### config.mk
export PLATFORM = sky130hd
export DESIGN_NAME = conv_seq_cu
export DESIGN_NICKNAME = d
export VERILOG_FILES = /design/src/rtl/conv_pkg.sv /design/src/rtl/conv_timeout.sv /design/src/rtl/conv_seq_cu.sv
export SDC_FILE = /design/constraint.sdc
export NUM_CORES = 1
export LEC_CHECK = 0
export ABC_AREA = 0
export BUFFER_PORTS_ARGS = -buffer_cell sky130_fd_sc_hd__buf_4
export CORE_AREA = 2 2 47 49
export DETAILED_ROUTE_END_ITERATION = 6
export DIE_AREA = 0 0 49 51
export PLACE_DENSITY = 0.81
export SYNTH_ARGS = -nofsm -noshare
export SYNTH_HDL_FRONTEND = slang
export SYNTH_SLANG_ARGS = --single-unit
### constraint.sdc
create_clock -name clk -period 4.3 [get_ports clk]
set_clock_uncertainty 0.1 [all_clocks]
set_input_delay 0.645 -clock clk [delete_from_list [all_inputs] [get_ports clk]]
set_output_delay 0.645 -clock clk [all_outputs]
set_load 0.005 [all_outputs]
### src/rtl/conv_pkg.sv
// Shared types and defaults for the conv layer sequencer and its phase timeout counter.
package conv_pkg;

    localparam int NUM_LAYERS_DEF  = 2;
    localparam int TIMEOUT_CYC_DEF = 1024;

    typedef enum logic [2:0] {
        ST_IDLE,
        ST_ARM,
        ST_READ_MEM,
        ST_PE,
        ST_WR_RES,
        ST_DONE,
        ST_ERR
    } state_e;

    // $clog2 collapses to zero for a single layer or a disabled timeout; keep at least one bit.
    function automatic int idx_width(input int n);
        return (n > 1) ? $clog2(n) : 1;
    endfunction

    function automatic int cnt_width(input int t);
        return (t > 0) ? $clog2(t + 1) : 1;
    endfunction

endpackage

### src/rtl/conv_timeout.sv
// Saturating per-phase cycle counter; flags expiry on the last cycle a done may still arrive.
module conv_timeout
    import conv_pkg::*;
#(
    parameter int TIMEOUT_CYC = TIMEOUT_CYC_DEF
) (
    input  logic clk,
    input  logic rst_n,
    input  logic clear,
    input  logic enable,
    output logic expired
);
    localparam int               CNT_W   = cnt_width(TIMEOUT_CYC);
    localparam logic [CNT_W-1:0] CNT_MAX = '1;
    localparam logic [CNT_W-1:0] LIMIT   = (TIMEOUT_CYC > 0) ? CNT_W'(TIMEOUT_CYC - 1) : '0;

    logic [CNT_W-1:0] cnt_q, cnt_d;

    always_comb begin
        cnt_d = cnt_q;
        if (clear) begin
            cnt_d = '0;
        end else if (enable && (cnt_q != CNT_MAX)) begin
            cnt_d = cnt_q + CNT_W'(1);
        end
    end

    always_ff @(posedge clk or negedge rst_n) begin
        if (!rst_n) begin
            cnt_q <= '0;
        end else begin
            cnt_q <= cnt_d;
        end
    end

    assign expired = (TIMEOUT_CYC > 0) && enable && (cnt_q == LIMIT);

endmodule

### src/rtl/conv_seq_cu.sv
// Conv layer sequencer: per layer a memory read, a PE pass and a one-cycle result write,
// then a done pulse after the last layer. All outputs decode from state and layer index.
module conv_seq_cu
    import conv_pkg::*;
#(
    parameter int NUM_LAYERS  = NUM_LAYERS_DEF,
    parameter int TIMEOUT_CYC = TIMEOUT_CYC_DEF,
    parameter int IDX_W       = idx_width(NUM_LAYERS)
) (
    input  logic                  clk,
    input  logic                  rst_n,
    input  logic                  start,
    input  logic                  abort,
    input  logic [NUM_LAYERS-1:0] done_mem,
    input  logic [NUM_LAYERS-1:0] done_pe,
    output logic [NUM_LAYERS-1:0] start_mem,
    output logic [NUM_LAYERS-1:0] start_pe,
    output logic [NUM_LAYERS-1:0] wrmem_en,
    output logic [IDX_W-1:0]      layer_idx,
    output logic                  busy,
    output logic                  done,
    output logic                  err
);
    localparam logic [IDX_W-1:0] LAST_IDX = IDX_W'(NUM_LAYERS - 1);

    state_e                state_q, state_d;
    logic [IDX_W-1:0]      idx_q, idx_d;
    logic [NUM_LAYERS-1:0] idx_oh;
    logic                  mem_hit, pe_hit, in_phase, phase_clear, phase_expired;

    // Only the active layer's done bit is looked at; every other bit is masked off.
    assign idx_oh      = NUM_LAYERS'(1) << idx_q;
    assign mem_hit     = |(done_mem & idx_oh);
    assign pe_hit      = |(done_pe & idx_oh);
    assign in_phase    = (state_q == ST_READ_MEM) || (state_q == ST_PE);
    assign phase_clear = (state_d != state_q);

    conv_timeout #(
        .TIMEOUT_CYC(TIMEOUT_CYC)
    ) u_timeout (
        .clk    (clk),
        .rst_n  (rst_n),
        .clear  (phase_clear),
        .enable (in_phase),
        .expired(phase_expired)
    );

    always_comb begin
        state_d = state_q;
        idx_d   = idx_q;
        case (state_q)
            ST_IDLE, ST_ERR: begin
                if (start) begin
                    state_d = ST_ARM;
                    idx_d   = '0;
                end
            end
            ST_ARM:      if (!start) state_d = ST_READ_MEM;
            ST_READ_MEM: begin
                if (mem_hit)            state_d = ST_PE;
                else if (phase_expired) state_d = ST_ERR;
            end
            ST_PE: begin
                if (pe_hit)             state_d = ST_WR_RES;
                else if (phase_expired) state_d = ST_ERR;
            end
            ST_WR_RES: begin
                if (idx_q == LAST_IDX) begin
                    state_d = ST_DONE;
                end else begin
                    state_d = ST_READ_MEM;
                    idx_d   = idx_q + IDX_W'(1);
                end
            end
            ST_DONE:     state_d = ST_IDLE;
            default:     state_d = ST_IDLE;
        endcase
        // Abort beats any done or timeout seen in the same cycle and keeps the index.
        if (abort && (state_q != ST_IDLE)) begin
            state_d = ST_IDLE;
            idx_d   = idx_q;
        end
    end

    always_ff @(posedge clk or negedge rst_n) begin
        if (!rst_n) begin
            state_q <= ST_IDLE;
            idx_q   <= '0;
        end else begin
            state_q <= state_d;
            idx_q   <= idx_d;
        end
    end

    always_comb begin
        start_mem = '0;
        start_pe  = '0;
        wrmem_en  = '0;
        busy      = 1'b0;
        done      = 1'b0;
        err       = 1'b0;
        case (state_q)
            ST_ARM:      busy = 1'b1;
            ST_READ_MEM: begin
                busy      = 1'b1;
                start_mem = idx_oh;
            end
            ST_PE: begin
                busy     = 1'b1;
                start_pe = idx_oh;
            end
            ST_WR_RES: begin
                busy     = 1'b1;
                wrmem_en = idx_oh;
            end
            ST_DONE:     done = 1'b1;
            ST_ERR:      err  = 1'b1;
            default:     busy = 1'b0;
        endcase
    end

    assign layer_idx = idx_q;

endmodule
==> impl_metrics.tcl <==
set metrics [dict create \
    status "finished, final reports clean" \
    ir_drop_mv 0.227 \
    report.final.slew_viol_count 0 \
    critPathKind "reg -> reg" \
    synth-edff-count 0 \
    wl_per_cell_um 14.5 \
    fin_cells 169 \
    ys_ff_latch 15 \
    crit_required_ps 4320 \
    die_y_um 51 \
    rsz0062_at_grt "false" \
    cts_resized 0 \
    drc 0 \
    root_buffer "clkbuf_4" \
    cp.arrival_ps 3130 \
    most-common-layout-cells "buf_4 (17), nor3_1 (15), dfrtp_1 (15)" \
    antenna_found_initial 0 \
    fin_crit_ps 3110 \
    io_buffers 17 \
    viasPerCell 6.02 \
    initial_core_util_pct 54.3 \
    postRouteWirelength_mm 2.45 \
    max_freq_mhz 322 \
    cts_tree "yes" \
    cts_made_buffers 3 \
    cts_setup_buffers 0 \
    final_nets 151 \
    final_cell_area_um2 1260 \
    leakage_uw 0.000542 \
    avgSynthCellArea_um2 8.62 \
    netlist_area_um2 1120 \
    postPlaceCellArea_um2 1230 \
    synth_top_cell_area_share_pct 33.5 \
    netlist_instances 130 \
    fillers 169 \
    clk_path_buf_depth 2 \
    tightest_slew_ps 1030 \
    dp.cells 165 \
    cts.sinks 15 \
    die_area_um2 2500 \
    grt-ovfl-total 0 \
    clkTransAtPathRegs_ps 80 \
    area_growth_pct 12.4 \
    grt_max_degree 25 \
    cap_violations 0 \
    first_global_vias 880 \
    final_layout_size_suffix_gt1_share_pct 19.9 \
    synth.largest_area_cell "dfrtp_1" \
    ff_latch_area_um2 375 \
    startpoint_type "flop" \
    multi_input_area_um2 681 \
    insertion_delay_ps 280 \
    ctsHoldBuffers 0 \
    setup_viol 0 \
    routabilityCongestion 0.925 \
    ant_nets 0 \
    r2r_cells 5 \
    setup_tns_ps 0 \
    synth-async-reset-ratio_pct 100 \
    synth_ff_type "dfrtp_1" \
    mostFrequentLayoutCell "buf_4" \
    top_level_ports 18 \
    finalCritPeriodShare_pct 72.2 \
    hold_path_class "in -> async" \
    finalHoldViolCount 0 \
    crit_fanout 24 \
    grt_pass1_wl_mm 4.19 \
    vias 1017 \
    ys_types 45 \
    h-tree-depth 1 \
    crit_path_end_kind "flop" \
    die_w_um 49 \
    hpwl_mm 1.80 \
    grt_usage_pct 22.2 \
    syn_nets 139 \
    core_area_um2 2060 \
    drt_iter0_markers 44 \
    yosys-top-cells-area "dfrtp_1 (33%), nor3_1 (6.7%), xnor2_1 (5.5%), nor2_1 (3.7%), mux2i_1 (3.6%)" \
    num_rows 17 \
    p_total_uw 517 \
    relSlewSlack_pct 29.0 \
    yosysSeqAreaShare_pct 33.5 \
    yosys_warnings 0 \
    firstDrtPassIters 4 \
    diodes 0 \
    power_density_nw_per_um2 410 \
]
where the power goes:
part,internal (µW),total (µW),switching [µW]
Sequential,156,210,53.5
Combinational,105,226,121
Clock,36.1,80.3,44.3
synthesized netlist by cell type (3+ instances only):
library cell and instances:
nor3_1 15, dfrtp_1 15, and3_1 4, nor2_1 11, xnor2_1 7, nand2_1 6
a211oi_1 4, nand2b_1 4, nor3b_1 3, mux2i_1 4, clkbuf_1 5, a21oi_1 6
inv_1 4, nand3_1 3
kinds of logic after synthesis:
group,synth area share (%)
AO/OA/AOI/OAI,15.4
XOR/XNOR,7.03
adder cells (fa/ha/maj),1.12
buffers and inverters,5.80
flip-flops,33.5
multiplexers,5.58
AND/OR/NAND/NOR,31.6
through the flow:
stage	utilization, %	hold WS (ps)	setup slack, ps
3_5_place_dp	59.8	407	1230
4_1_cts	61.1	94.4	1240
6_report	61.1	92.7	1190
5_1_grt	61.1	85.5	976
3_3_place_gp	59.8	405	1380
2_1_floorplan	-	249	2060
worst max-delay path, cell delays in order (launching register included):
cell,delay (ps)
dfrtp_1,620
nand4b_1,310
or4_4,540
a211oi_2,320
mux2i_1,890
nor3_1,160
final timing paths:
path                                startpoint                   to  slack [ps]
setup / recovery                    state_q[2]   u_timeout.cnt_q[0]        1190
hold / removal                           rst_n           state_q[0]          90
setup reg to reg                    state_q[2]   u_timeout.cnt_q[0]        1190
hold reg to reg            u_timeout.cnt_q[10]  u_timeout.cnt_q[10]         490
max in group asynchronous                rst_n           state_q[2]        3840
min in group clk           u_timeout.cnt_q[10]  u_timeout.cnt_q[10]         490
sequential cells by signal (all words and copies together), names as in the netlist:
| name | cells |
|---|---|
| layer_idx | 1 |
| u_timeout.cnt_q | 11 |
| state_q | 3 |
routing by layer:
metal / vias to the layer above / global-route usage (%) / share of wire (%)
met1: 466 / 28.1 / 42
met4: 0 / 11.0 / 2.1
met2: 48 / 34.0 / 48
met5: - / 0 / 0
li1: 496 / - / -
met3: 7 / 7.31 / 8.4
final cells by class:
cell class,instances,share of cell area (%)
multi-input cells,101,54.0
flip-flops and latches,15,29.8
repair buffers,17,10.1
well taps,28,2.78
clock buffers,4,2.09
inverters,4,1.19
Power figures use the tool's default switching activity.
